`src/rtl/spi_bridge_pkg.sv`:
```
// spi_bridge_pkg: command codes, FSM states and STATUS byte layout
// shared by the SPI result bridge files.
package spi_bridge_pkg;

  typedef enum logic [7:0] {
    CMD_WRITE  = 8'h01,
    CMD_READ   = 8'h02,
    CMD_STATUS = 8'h03,
    CMD_ECHO   = 8'h04
  } bridge_cmd_e;

  typedef enum logic [2:0] {
    IDLE,
    CMD,
    WRITE,
    READ,
    STATUS,
    IGNORE,
    ECHO
  } bridge_state_e;

  localparam int STAT_DONE    = 7;
  localparam int STAT_OVF     = 6;
  localparam int STAT_CNT_LSB = 0;

  function automatic logic [7:0] status_byte(
    input logic       done,
    input logic       ovf,
    input logic [3:0] cnt
  );
    logic [7:0] b;
    b = '0;
    b[STAT_DONE] = done;
    b[STAT_OVF] = ovf;
    b[STAT_CNT_LSB +: 4] = cnt;
    return b;
  endfunction

endpackage

```
`src/rtl/spi_result_bridge_if.sv`:
```
// spi_result_bridge_if: core-side bus of the bridge
// (host write pulses out, result pushes in, completion and interrupt).
interface spi_result_bridge_if #(
  parameter int DATA_W = 32,
  parameter int RES_W  = 32
);
  logic              wr_valid;
  logic [DATA_W-1:0] wr_data;
  logic              res_valid;
  logic [RES_W-1:0]  res_data;
  logic              matmul_done;
  logic              res_avail;

  modport master (
    output wr_valid, wr_data, res_avail,
    input  res_valid, res_data, matmul_done
  );

  modport slave (
    input  wr_valid, wr_data, res_avail,
    output res_valid, res_data, matmul_done
  );
endinterface

```
`src/rtl/spi_result_bridge_sync.sv`:
```
// spi_sync_edge: 2-FF synchronisers for the SPI pins and
// sclk rise/fall detection on a registered copy.
module spi_sync_edge (
  input  logic clk,
  input  logic rst,
  input  logic sclk,
  input  logic mosi,
  input  logic cs_n,
  output logic sclk_rise,
  output logic sclk_fall,
  output logic mosi_s,
  output logic cs_n_s
);
  logic [2:0] sclk_q;
  logic [1:0] mosi_q;
  logic [1:0] cs_q;

  // synchroniser chains; cleared to 0 so a low cs_n never looks like a fall
  always_ff @(posedge clk) begin
    if (rst) begin
      sclk_q <= '0;
      mosi_q <= '0;
      cs_q <= '0;
    end else begin
      sclk_q <= {sclk_q[1:0], sclk};
      mosi_q <= {mosi_q[0], mosi};
      cs_q <= {cs_q[0], cs_n};
    end
  end

  assign sclk_rise = sclk_q[1] & ~sclk_q[2];
  assign sclk_fall = ~sclk_q[1] & sclk_q[2];
  assign mosi_s = mosi_q[1];
  assign cs_n_s = cs_q[1];
endmodule

```
`src/rtl/spi_result_bridge.sv`:
```
// spi_result_bridge: SPI mode-0 slave with host write path and result FIFO.
// Optional SPI_BRIDGE_ECHO_EN adds the 0x04 ECHO link-test command.
module spi_result_bridge
  import spi_bridge_pkg::*;
#(
  parameter int DATA_W    = 32,
  parameter int RES_W     = 32,
  parameter int RES_DEPTH = 4
) (
  input  logic clk,
  input  logic rst,
  input  logic spi_sclk,
  input  logic spi_mosi,
  input  logic spi_cs_n,
  output logic spi_miso,
  spi_result_bridge_if.master core
);
  localparam int MAX_W = (DATA_W > RES_W) ? DATA_W : RES_W;
  localparam int CNT_W = $clog2(MAX_W);
  localparam int PW = $clog2(RES_DEPTH);
  localparam int CW = PW + 1;

  bridge_state_e state_q, state_d;

  logic rise, fall, mosi_s, cs_s, cs_d;
  logic cs_fall, cs_rise;
  logic [CNT_W-1:0] cnt;
  logic [DATA_W-2:0] rx;
  logic [RES_W-1:0] tx, tx_val;
  logic [7:0] cmd_byte;
  logic cnt_clr, pop_req, load_tx, wr_fire, clr_flags;
  logic done_q, ovf_q;

  logic [RES_W-1:0] mem [RES_DEPTH];
  logic [PW-1:0] wp, rp;
  logic [CW-1:0] count;
  logic full, empty, push, pop, ovf_evt;
  logic [RES_W-1:0] head_word;
  logic [31:0] cnt_ext;
  logic [3:0] cnt4;

  spi_sync_edge u_sync (
    .clk       (clk),
    .rst       (rst),
    .sclk      (spi_sclk),
    .mosi      (spi_mosi),
    .cs_n      (spi_cs_n),
    .sclk_rise (rise),
    .sclk_fall (fall),
    .mosi_s    (mosi_s),
    .cs_n_s    (cs_s)
  );

  assign cs_fall = cs_d & ~cs_s;
  assign cs_rise = ~cs_d & cs_s;
  assign cmd_byte = {rx[6:0], mosi_s};

  assign full = (count == CW'(RES_DEPTH));
  assign empty = (count == '0);
  assign pop = pop_req & ~empty;
  assign push = core.res_valid & (~full | pop);
  assign ovf_evt = core.res_valid & full & ~pop;
  assign head_word = empty ? '0 : mem[rp];
  assign core.res_avail = ~empty;

  // FIFO occupancy reported in 4 bits, saturating at 15
  always_comb begin
    cnt_ext = 32'(count);
    cnt4 = (cnt_ext > 32'd15) ? 4'hF : cnt_ext[3:0];
  end

  // next state plus per-cycle strobes for the datapath
  always_comb begin
    state_d = state_q;
    cnt_clr = 1'b0;
    pop_req = 1'b0;
    load_tx = 1'b0;
    tx_val = '0;
    wr_fire = 1'b0;
    clr_flags = 1'b0;
    case (state_q)
      IDLE: begin
        cnt_clr = 1'b1;
        if (cs_fall) state_d = CMD;
      end
      CMD: begin
        if (rise && cnt == CNT_W'(7)) begin
          cnt_clr = 1'b1;
          unique case (1'b1)
            (cmd_byte == CMD_WRITE): state_d = WRITE;
            (cmd_byte == CMD_READ): begin
              state_d = READ;
              pop_req = 1'b1;
              load_tx = 1'b1;
              tx_val = head_word;
            end
            (cmd_byte == CMD_STATUS): begin
              state_d = STATUS;
              load_tx = 1'b1;
              tx_val = RES_W'(status_byte(done_q, ovf_q, cnt4)) << (RES_W - 8);
            end
`ifdef SPI_BRIDGE_ECHO_EN
            (cmd_byte == CMD_ECHO): begin
              state_d = ECHO;
              load_tx = 1'b1;
              tx_val = '0;
            end
`endif
            default: state_d = IGNORE;
          endcase
        end
      end
      WRITE: begin
        if (rise && cnt == CNT_W'(DATA_W - 1)) begin
          wr_fire = 1'b1;
          cnt_clr = 1'b1;
        end
      end
      READ: begin
        if (rise && cnt == CNT_W'(RES_W - 1)) begin
          pop_req = 1'b1;
          load_tx = 1'b1;
          tx_val = head_word;
          cnt_clr = 1'b1;
        end
      end
      STATUS: begin
        if (rise && cnt == CNT_W'(7)) begin
          clr_flags = 1'b1;
          cnt_clr = 1'b1;
          state_d = IGNORE;
        end
      end
      ECHO: begin
        if (rise && cnt == CNT_W'(7)) begin
          load_tx = 1'b1;
          tx_val = RES_W'(cmd_byte) << (RES_W - 8);
          cnt_clr = 1'b1;
        end
      end
      IGNORE: ;
      default: state_d = IDLE;
    endcase
    if (cs_rise) begin
      state_d = IDLE;
      pop_req = 1'b0;
      load_tx = 1'b0;
      wr_fire = 1'b0;
      clr_flags = 1'b0;
    end
  end

  // state, cs_n history and bit counter
  always_ff @(posedge clk) begin
    if (rst) begin
      state_q <= IDLE;
      cs_d <= 1'b0;
      cnt <= '0;
    end else begin
      state_q <= state_d;
      cs_d <= cs_s;
      if (cnt_clr) cnt <= '0;
      else if (rise) cnt <= cnt + CNT_W'(1);
    end
  end

  // MOSI shift register and host write pulse
  always_ff @(posedge clk) begin
    if (rst) begin
      rx <= '0;
      core.wr_valid <= 1'b0;
      core.wr_data <= '0;
    end else begin
      core.wr_valid <= wr_fire;
      if (wr_fire) core.wr_data <= {rx, mosi_s};
      if (state_q == IDLE) rx <= '0;
      else if (rise) rx <= {rx[DATA_W-3:0], mosi_s};
    end
  end

  // MISO shifter: loaded on a rise, shifted out on each fall
  always_ff @(posedge clk) begin
    if (rst) begin
      tx <= '0;
      spi_miso <= 1'b0;
    end else if (state_q == IDLE) begin
      tx <= '0;
      spi_miso <= 1'b0;
    end else if (load_tx) begin
      tx <= tx_val;
    end else if (fall) begin
      spi_miso <= tx[RES_W-1];
      tx <= {tx[RES_W-2:0], 1'b0};
    end
  end

  // sticky done/overflow; a new event beats a same-cycle clear
  always_ff @(posedge clk) begin
    if (rst) begin
      done_q <= 1'b0;
      ovf_q <= 1'b0;
    end else begin
      if (core.matmul_done) done_q <= 1'b1;
      else if (clr_flags) done_q <= 1'b0;
      if (ovf_evt) ovf_q <= 1'b1;
      else if (clr_flags) ovf_q <= 1'b0;
    end
  end

  // FIFO pointers and occupancy
  always_ff @(posedge clk) begin
    if (rst) begin
      wp <= '0;
      rp <= '0;
      count <= '0;
    end else begin
      if (push) wp <= wp + PW'(1);
      if (pop) rp <= rp + PW'(1);
      unique case ({push, pop})
        2'b10: count <= count + CW'(1);
        2'b01: count <= count - CW'(1);
        default: ;
      endcase
    end
  end

  // FIFO storage
  always_ff @(posedge clk) begin
    if (push) mem[wp] <= core.res_data;
  end
endmodule

```
`src/flat_wrapper.sv`:
```
// flat-port wrapper written by rule: the top's interface ports become plain ports
module spi_result_bridge_flat import spi_bridge_pkg::*;
#(
  parameter int DATA_W    = 32,
  parameter int RES_W     = 32,
  parameter int RES_DEPTH = 4
)
  (clk, rst, spi_sclk, spi_mosi, spi_cs_n, spi_miso, core_wr_valid, core_wr_data, core_res_avail, core_res_valid, core_res_data, core_matmul_done);
  spi_result_bridge_if #(.DATA_W(DATA_W), .RES_W(RES_W)) core_i ();
  input  logic clk;
  input  logic rst;
  input  logic spi_sclk;
  input  logic spi_mosi;
  input  logic spi_cs_n;
  output logic spi_miso;
  output wire logic [$bits(core_i.wr_valid)-1:0] core_wr_valid;
  output wire logic [$bits(core_i.wr_data)-1:0] core_wr_data;
  output wire logic [$bits(core_i.res_avail)-1:0] core_res_avail;
  input wire logic [$bits(core_i.res_valid)-1:0] core_res_valid;
  input wire logic [$bits(core_i.res_data)-1:0] core_res_data;
  input wire logic [$bits(core_i.matmul_done)-1:0] core_matmul_done;
  assign core_wr_valid = core_i.wr_valid;
  assign core_wr_data = core_i.wr_data;
  assign core_res_avail = core_i.res_avail;
  assign core_i.res_valid = core_res_valid;
  assign core_i.res_data = core_res_data;
  assign core_i.matmul_done = core_matmul_done;
  spi_result_bridge #(.DATA_W(DATA_W), .RES_W(RES_W), .RES_DEPTH(RES_DEPTH)) u_core (.clk(clk), .rst(rst), .spi_sclk(spi_sclk), .spi_mosi(spi_mosi), .spi_cs_n(spi_cs_n), .spi_miso(spi_miso), .core(core_i));
endmodule
```
`config.mk`:
```
export PLATFORM = sky130hd
export DESIGN_NAME = spi_result_bridge_flat
export DESIGN_NICKNAME = d
export VERILOG_FILES = /design/src/rtl/spi_bridge_pkg.sv /design/src/rtl/spi_result_bridge_if.sv /design/src/rtl/spi_result_bridge_sync.sv /design/src/rtl/spi_result_bridge.sv /design/src/flat_wrapper.sv
export SDC_FILE = /design/constraint.sdc
export NUM_CORES = 1
export LEC_CHECK = 0
export CAP_MARGIN = 20
export CORE_MARGIN = 8
export CORE_UTILIZATION = 50
export CTS_BUF_LIST = sky130_fd_sc_hd__clkbuf_4 sky130_fd_sc_hd__clkbuf_8 sky130_fd_sc_hd__clkbuf_16
export DETAILED_ROUTE_END_ITERATION = 6
export PLACE_DENSITY = 0.72
export SLEW_MARGIN = 0
export SYNTH_ARGS = -nofsm -noshare
export SYNTH_HDL_FRONTEND = slang
export SYNTH_HIERARCHICAL = 1
export SYNTH_SLANG_ARGS = --single-unit
export TNS_END_PERCENT = 30
```
`constraint.sdc`:
```
create_clock -name clk -period 6.93 [get_ports clk]
set_input_delay 0.693 -clock clk [delete_from_list [all_inputs] [get_ports clk]]
set_output_delay 0.693 -clock clk [all_outputs]
set_load 0.1 [all_outputs]
```
### Word level (Yosys, flattened, before mapping)

Memory sizes are Yosys's and may differ from the RTL's. A register that Yosys moved wholly into a read port is not among the register bits.
Index checks and enable logic that the tools add are counted.

| storage, ports and cells | value |
|---|---|
| register bits | 122 |
| bits in writable memories | 128 |
| output and inout port bits | 35 |
| memories kept | 1 |

Memory list:

| name | words | width | rd ports | clocked after Yosys merged registers in | write ports | RTL line | source |
|---|---|---|---|---|---|---|---|
| u_core.mem | 4 | 32 | 1 | 1 | 1 | spi_result_bridge.sv:34 | `logic [RES_W-1:0] mem [RES_DEPTH];` |

| cells by class | value |
|---|---|
| $add $sub $neg | 5 |
| equal/unequal tests | 17 |
| mux-type cells | 36 |
| bitwise gates (word level) | 18 |
| reduce and logical (&&, ||, !) cells | 17 |

Operators by type and width:

| cell | number |
|---|---|
| $mux 32 | 6 |
| $pmux 32 s3 | 1 |
| $pmux 32 s2 | 1 |
| $mux 1 | 17 |
| $eq 8x2->1 const B | 2 |
| $eq 3x3->1 const B | 4 |
| $pmux 3 s4 | 1 |
| $reduce_or 2->1 | 5 |
| $mux 3 | 3 |
| $not 1->1 | 9 |
| $pmux 3 s3 | 1 |
| $and 1x1->1 | 8 |
| $eq 8x1->1 const B | 1 |
| $reduce_bool 2->1 | 4 |
| $eq 3x2->1 const B | 2 |
| $logic_not 3->1 | 2 |
| $ne 2x1->1 const B | 3 |
| $pmux 1 s3 | 2 |
| $pmux 3 s2 | 1 |
| $add 5x1->5 const B | 1 |
| $eq 5x3->1 const B | 1 |
| $eq 5x5->1 const B | 1 |
| $add 2x1->2 const B | 2 |
| $mux 2 | 2 |
| 12 further kinds | 13 |

### Depth between registers and ports, before layout

Gate-level depths: netlist of the first run.

| depth | value |
|---|---|
| depth after elaboration | 11 |
| mapped depth | 12 |
| depth with buffers taken out | 12 |

### Hierarchy

The synthesis of the first run kept the hierarchy.

By module, submodules not included:

| module | times used | cells each | area an instance (um^2) | sequential area each (um^2) |
|---|---|---|---|---|
| spi_result_bridge | 1 | 700 | 9511.6 | 6185.9 |
| spi_sync_edge | 1 | 16 | 196.4 | 140.1 |

### Worst setup path after synthesis of the first run

No wires, ideal clock.

| timing | value |
|---|---|
| kind | register to register |
| from | register u_core.count[2] |
| to | register u_core.count[2] |
| setup time | 83 ps |
| arrival | 3239 ps |
| required time | 6847 ps |
| setup slack | 3608 ps |
| stages on the path, launching flop included | 8 |
| path buffers | 1 |
| clock period less this slack | 3322 ps |
| cells stage by stage | dfxtp_1 or3_1 clkbuf_1 nand3_1 or3_1 fa_1 or4_1 o221ai_1 |

| between the ends | value |
|---|---|
| cells in the longest elaborated chain, start to end | 7 |
| elaborated cells between the ends (all ways) | 13 |
| classes of those cells | add/sub: 2; eq/ne: 3; mux: 1; bitwise: 5; reduce/logical: 2 |

Ends and longest elaborated chain:

| item | RTL line | source |
|---|---|---|
| start, declared | spi_result_bridge.sv:36 | `logic [CW-1:0] count;` |
| start signal, assigned | spi_result_bridge.sv:220 | `2'b10: count <= count + CW'(1);` |
| start signal, assigned | spi_result_bridge.sv:221 | `2'b01: count <= count - CW'(1);` |
| $logic_not 3->1 * | spi_result_bridge.sv:59 | `assign empty = (count == '0);` |
| $not 1->1 * | n/a |  |
| named net core_res_avail | flat_wrapper.sv:18 | `output wire logic [$bits(core_i.res_avail)-1:0] core_res_avail;` |
| $and 1x1->1 * | spi_result_bridge.sv:60 | `assign pop = pop_req & ~empty;` |
| $or 1x1->1 | spi_result_bridge.sv:61 | `assign push = core.res_valid & (~full \| pop);` |
| $and 1x1->1 | spi_result_bridge.sv:61 |  |
| $eq 2x1->1 or $eq 2x2->1 (tied branches) | spi_result_bridge.sv:219 | `unique case ({push, pop})` |
| $pmux 3 s2 or $reduce_bool 2->1 (tied branches) | n/a |  |

Mark *: on every way through the listed nets, which the timed path passes. The rest lies on a longest branch.
A chain may end at the register's enable or synchronous reset.

### Worst setup path after layout of the first run

| timing | value |
|---|---|
| from | register u_core.u_sync.sclk_q[1] |
| to | register u_core.count[2] |

| between the ends | value |
|---|---|
| cells in the longest elaborated chain, start to end | 10 |
| elaborated cells between the ends (all ways) | 14 |
| classes of those cells | eq/ne: 2; mux: 5; bitwise: 4; reduce/logical: 3 |

Ends and longest elaborated chain:

| item | RTL line | source |
|---|---|---|
| start, declared | spi_result_bridge_sync.sv:14 | `logic [2:0] sclk_q;` |
| start signal, assigned | spi_result_bridge_sync.sv:25 | `sclk_q <= {sclk_q[1:0], sclk};` |
| $and 1x1->1 * | spi_result_bridge_sync.sv:31 | `assign sclk_rise = sclk_q[1] & ~sclk_q[2];` |
| named net u_core.rise | spi_result_bridge.sv:25 | `logic rise, fall, mosi_s, cs_s, cs_d;` |
| $logic_and 1x1->1 (on tied branches) | spi_result_bridge.sv:120, spi_result_bridge.sv:87 |  |
| $mux 1 (on tied branches) | spi_result_bridge.sv:120, spi_result_bridge.sv:87 |  |
| $pmux 1 s2 * | spi_result_bridge.sv:81 | `case (state_q)` |
| $mux 1 * | spi_result_bridge.sv:144 | `if (cs_rise) begin` |
| $and 1x1->1 * | spi_result_bridge.sv:60 |  |
| $or 1x1->1 | spi_result_bridge.sv:61 |  |
| $and 1x1->1 | spi_result_bridge.sv:61 |  |
| $eq 2x1->1 or $eq 2x2->1 (tied branches) | spi_result_bridge.sv:219 |  |
| $pmux 3 s2 or $reduce_bool 2->1 (tied branches) | n/a |  |

Marks and branches as above.

==> flow_summary.toml, run 1 <==
[run_status]
status = "finished, final reports clean"

[sta]
final_hold_viol_count = 0
final.period_utilization = 0.503
post-route-min-period_ps = 3480
max_freq_mhz = 287
fin_tns_setup_ps = 0
setup_viol = 0
relSlewSlack = 0.324
tightestPinTransition_ps = 1010
skew_ps = 13.7
slew_viol_final = 0
rsz0062_at_grt = "no"
timing.hold.ws_ps = 435

[floorplanning]
coreArea_um2 = 19300
fp.dieW_um = 155
start_util = 0.504
std_cell_rows = 51
die_h_um = 155
ios = 74
die_area_um2 = 24100

[cts]
cts_buffer_depth = 3
ctsHoldBuffers = 0
clk_pin_slew_ps = 60
cts_made_buffers = 25
insertion_delay_ps = 510
cts_sinks = 252
cts_tree = "built"
htree_levels = 1
post_cts_resized = 0
cts_root_buffer = "clkbuf_16"
cts_setup_buffers = 0

[critical_path]
critPathMaxFanout = 40
worstPathArrival_ps = 3910
cp-end-kind = "register"
r2r-start = "u_core/u_sync/sclk_q[1]"
rrSetupSlack_ps = 3450
path_class = "reg -> reg"
r2r-end = "u_core/count[2]"
rr_worst_depth = 8
worst_setup_path_start_kind = "register"
required_ps = 7360

[placed_design]
port_buffers = 73
hpwl_mm = 11.8
gp_congestion = 0.830

[drt]
drtIter0Drc = 352
route.vias.total = 5812
ant_nets = 0
dr.pass1.iters = 5
vias_per_cell = 5.44
wire_per_inst_um = 17.2
maxUsedRoutingLayer = "met4"
remaining_drc_errors = 0
dr_wl_met2_mm = 9.02
wl_mm = 18.3
met1Wirelength_mm = 7.86
met3_length_um = 990

[power_and_ir_drop]
max-vdd-ir-drop_mv = 0.276
p_clk_frac = 0.435
p_per_area_nw_per_um2 = 269
p_leak_uw = 0.00366
switchingPower_uw = 607
p_seq_frac = 0.523
intPower_uw = 2500
sw_frac_of_total = 0.195
comb_power_share = 0.042

[layout]
final_layout_size_suffix_gt1_frac = 0.126
antennaDiodeCount = 0
mostFrequentLayoutCells = "edfxtp_1, dfxtp_1, nand2_1, clkdlybuf4s50_1, mux2i_1"
final_common_cell = "edfxtp_1"
synthToLayoutAreaGrowth_pct = 19.2
layout.nets = 830

[synthesis]
syn_inst = 716
ys_seq_area_frac = 0.652
syn_area_um2 = 9710
ys.flop_type = "edfxtp_1"
synth.distinct_cells = 49
synth_area_leader_cell = "edfxtp_1"
synth_nets = 762
synth_edf_count = 128
ys_warn_count = 6
synthTopCellsByArea = "edfxtp_1, dfxtp_1, mux4_2"
ys_async_sr_fraction = 0
avgSynthCellArea_um2 = 13.6
synth_top_area_frac = 0.396
synth_seq_cells = 252

[global_routing]
first_global_vias = 5937
grt_max_degree = 63
grt_pass1_wl_mm = 29.6
overflow = 0
antenna_found_initial = 0
globalRouteTotalUtil = 0.149

[min_path]
worstHoldStart = "u_core/u_sync/cs_q[0]"
hp-class = "reg -> reg"
hold_depth = 1
holdPathEnd = "u_core/u_sync/cs_q[1]"

[job]
max_cap_viol_count = 0
-- cell type report --
cell class	count	area (um^2)
Inverter	8	30.0
Tap cell	265	332
Multi-Input combinational cell	413	3190
Fill cell	1522	7700
Timing Repair Buffer	84	848
Clock inverter	9	119
Clock buffer	37	722
Sequential cell	252	6330
-- worst max-delay path, stage by stage (launching register included) --
cell and delay (ps):
dfxtp_1 390, nor2b_4 160, buf_4 490, nand4_1 380, o31a_1 410, or3_1 390, fa_1 480, or4_1 510
o221ai_1 170
-- per-layer routing --
metal	vias up	track usage
met1	2805	0.178
met4	0	0.0467
met3	42	0.0297
met5	-	0
met2	168	0.266
li1	2797	-
-- worst max-delay path by stage --
stage | cells past startpoint | from | endpoint | slack, ps
2_1_floorplan | 7 | u_core/count[2] | u_core/count[2] | 3610
3_3_place_gp | 8 | u_core/u_sync/sclk_q[1] | u_core/count[2] | 3610
3_5_place_dp | 8 | u_core/u_sync/sclk_q[1] | u_core/count[2] | 3470
4_1_cts | 8 | u_core/u_sync/sclk_q[1] | u_core/count[2] | 3460
5_1_grt | 8 | u_core/u_sync/sclk_q[1] | u_core/count[2] | 3280
6_report | 8 | u_core/u_sync/sclk_q[1] | u_core/count[2] | 3450
-- synth_stat cells (2+ instances only) --
library cell  number
or2_2              2
inv_1              8
and2_1             8
mux4_2            32
dfxtp_1          124
a31oi_1            4
o31a_1             3
buf_1              7
nor3_1             6
a2111oi_0          2
and3_1             2
a22oi_1            4
buf_2              5
edfxtp_1         128
a21oi_1           39
nand2_1           75
ha_1               6
nand3_1           11
clkbuf_1          27
nand4_1            3
o32ai_1            2
o31ai_1            3
xor2_1             3
nor2_1            55
or3_1              5
buf_4              4
a221oi_1           6
o21ai_0           12
mux2_2             4
xnor2_1            6
mux2i_1           61
and4_1             3
o2bb2ai_1         23
nand2b_1           3
nor2b_1           16
-- logic make-up after synthesis --
kind of cell / synth area share
flip-flops: 0.652
XOR/XNOR: 0.00812
AO/OA/AOI/OAI: 0.0702
adder cells (fa/ha/maj): 0.00979
multiplexers: 0.143
AND/OR/NAND/NOR: 0.0950
buffers and inverters: 0.0219
-- metrics by stage --
stage,std cells,cell area (um^2),power [uW],setup slack (ps),utilization
final,1068,11600,3110,3450,0.600
after global routing,1068,11600,3210,3280,0.600
after CTS,1067,11500,3140,3460,0.599
after detailed placement,1021,10700,1790,3470,0.555
after global placement,1020,10700,1780,3610,0.554
after floorplan,716,9710,1730,3610,-
-- registers in the layout, indices dropped and copies added, names as in the netlist, 2 cells and up, named ones only --
name	cells
u_core/u_sync/sclk_q	3
u_core/state_q	3
u_core/mem	128
u_core/wp	2
u_core/core.wr_data	32
u_core/tx	32
u_core/count	3
u_core/rx	31
u_core/rp	2
u_core/cnt	5
u_core/u_sync/mosi_q	2
u_core/u_sync/cs_q	2
-- power groups by stage --
stage	sequential, uW	clock [uW]	combinational (uW)
finish	1630	1350	131
global route	1630	1440	142
CTS	1630	1380	134
detailed placement	1660	0	134
global placement	1650	0	128
floorplan	1650	0	78.1
No activity file was read; power rests on OpenSTA's default activity.
==> inputs of run 2 (changes only) <==
==> constraint.sdc (replaced) <==
create_clock -name clk -period 3.6 [get_ports clk]
set_input_delay 0.36 -clock clk [delete_from_list [all_inputs] [get_ports clk]]
set_output_delay 0.36 -clock clk [all_outputs]
set_load 0.1 [all_outputs]
==> run 2 against run 1 <==
Count of clock-buffer cells in the layout is the same. Flip-flop and latch count is the same. Sequential share of layout area shrank 0.13 points. Die area is the same. Sequential power grew 92%. Global-route usage grew 0.69 points. Via count is essentially flat. Power grew 95%. Clock power grew 98%.
==> flow_summary.toml, run 2 (same netlist as run 1, synthesis figures left out) <==
[sta]
final.period_utilization = 0.856
tightestPinTransition_ps = 990
relSlewSlack = 0.338
skew_ps = 20.2
post-route-min-period_ps = 3080
slew_viol_final = 0
rsz0062_at_grt = "no"
fin_tns_setup_ps = 0
final_hold_viol_count = 0
setup_viol = 0
max_freq_mhz = 324

[layout]
antennaDiodeCount = 0
synthToLayoutAreaGrowth_pct = 19.4
final_common_cell = "edfxtp_1"
layout.nets = 833
multi_input_area_um2 = 3190
reg_top3 = "u_core/mem (128), u_core/core.wr_data (32), u_core/tx (32)"
largest_reg_flops = 128
utilization = 0.602
mostFrequentLayoutCells = "edfxtp_1, dfxtp_1, nand2_1, clkdlybuf4s50_1, mux2i_1"
final_layout_size_suffix_gt1_frac = 0.135
seqCellArea_um2 = 6330
fillCellCount = 1509
largest-register = "u_core/mem"
final_area_um2 = 11600

[power_and_ir_drop]
p_per_area_nw_per_um2 = 522
intPower_uw = 4850
p_seq_frac = 0.517
max-vdd-ir-drop_mv = 0.433
p_clk_frac = 0.442
sw_frac_of_total = 0.199
comb_power_share = 0.042
p_leak_uw = 0.00368
switchingPower_uw = 1200

[critical_path]
required_ps = 4040
crit_top_cell = "ha_1"
cp.buffers_inverters = 0
cp-end-kind = "register"
path_class = "reg -> reg"
worstPathArrival_ps = 3520
cp_slowest_stage_delay_ps = 520
crit_path_cell_trace = "ha_1, and3_1, ha_1, nand4b_1, o31a_1, or3_1, fa_1, or4_1, o221ai_1"
critPathTopFamily = "simple AND/OR/NAND/NOR gates"
worst_setup_path_start_kind = "register"
critPathMaxFanout = 6
cp_slowest_cell = "or4_1"

[drt]
ant_nets = 0
wl_mm = 18.7
remaining_drc_errors = 0
wire_per_inst_um = 17.5
vias_per_cell = 5.42
route.vias.total = 5810
dr.pass1.iters = 5
drtIter0Drc = 265

[cts]
cts_tree = "built"
insertion_delay_ps = 520
htree_levels = 1
cts_buffer_depth = 3
post_cts_resized = 0
cts_sinks = 252
cts_root_buffer = "clkbuf_16"
clk_pin_slew_ps = 60
cts_made_buffers = 25
cts_setup_buffers = 0
ctsHoldBuffers = 0

[global_routing]
first_global_vias = 6098
antenna_found_initial = 0
globalRouteTotalUtil = 0.156
overflow = 0
grt_max_degree = 61
grt_pass1_wl_mm = 30.8

[floorplanning]
std_cell_rows = 51
die_area_um2 = 24100
start_util = 0.504
fp.dieW_um = 155
ios = 74
die_h_um = 155
coreArea_um2 = 19300

[placed_design]
port_buffers = 73
placement.cell_area_um2 = 10700
gp_congestion = 0.853
hpwl_mm = 12.0

[run_status]
status = "finished, final reports clean"

[job]
max_cap_viol_count = 0

[min_path]
hp-class = "in -> reg"
run 2: final cells by class:
class                   count  share of cell area
inverters                   8             0.00259
flip-flops and latches    252               0.546
clock inverters             9              0.0110
multi-input cells         413               0.275
repair buffers             87              0.0732
well taps                 265              0.0286
clock buffers              37              0.0639
run 2: power groups by stage:
stage | registers (uW) | logic [uW] | clock network, uW
finish | 3130 | 251 | 2670
global route | 3130 | 271 | 2860
CTS | 3130 | 255 | 2740
detailed placement | 3190 | 255 | 0
global placement | 3180 | 246 | 0
floorplan | 3180 | 150 | 0
run 2: metrics by stage:
step                      hold WS, ps  setup slack, ps  cells  total power [uW]
after floorplan                   414              278    716              3330
after global placement            423              674   1024              3430
after detailed placement          427              566   1024              3450
after CTS                        64.2              535   1070              6130
after global routing             72.6              339   1071              6260
final                            81.3              518   1071              6050
run 2: final timing paths:
| path | startpoint | endpoint | slack, ps | cells after the start |
|---|---|---|---|---|
| worst max-delay path | u_core/cnt[0] | u_core/count[2] | 520 | 9 |
| worst min-delay path | rst | u_core/state_q[1] | 80 | 2 |
| worst max register to register | u_core/cnt[0] | u_core/count[2] | 520 | 9 |
| worst min register to register | u_core/u_sync/mosi_q[0] | u_core/u_sync/mosi_q[1] | 430 | 1 |
run 2: worst register-to-register path, stage by stage, from the launching register on:
cell      delay [ps]
dfxtp_1          360
ha_1             240
and3_1           180
ha_1             170
nand4b_1         230
o31a_1           250
or3_1            400
fa_1             470
or4_1            520
o221ai_1         200
run 2: per-layer routing:
layer	GRT usage	part of all wire	up-vias
met5	0	0	-
met4	0.0425	0.023	0
met3	0.0294	0.047	29
met2	0.288	0.51	126
met1	0.182	0.42	2860
li1	-	-	2795
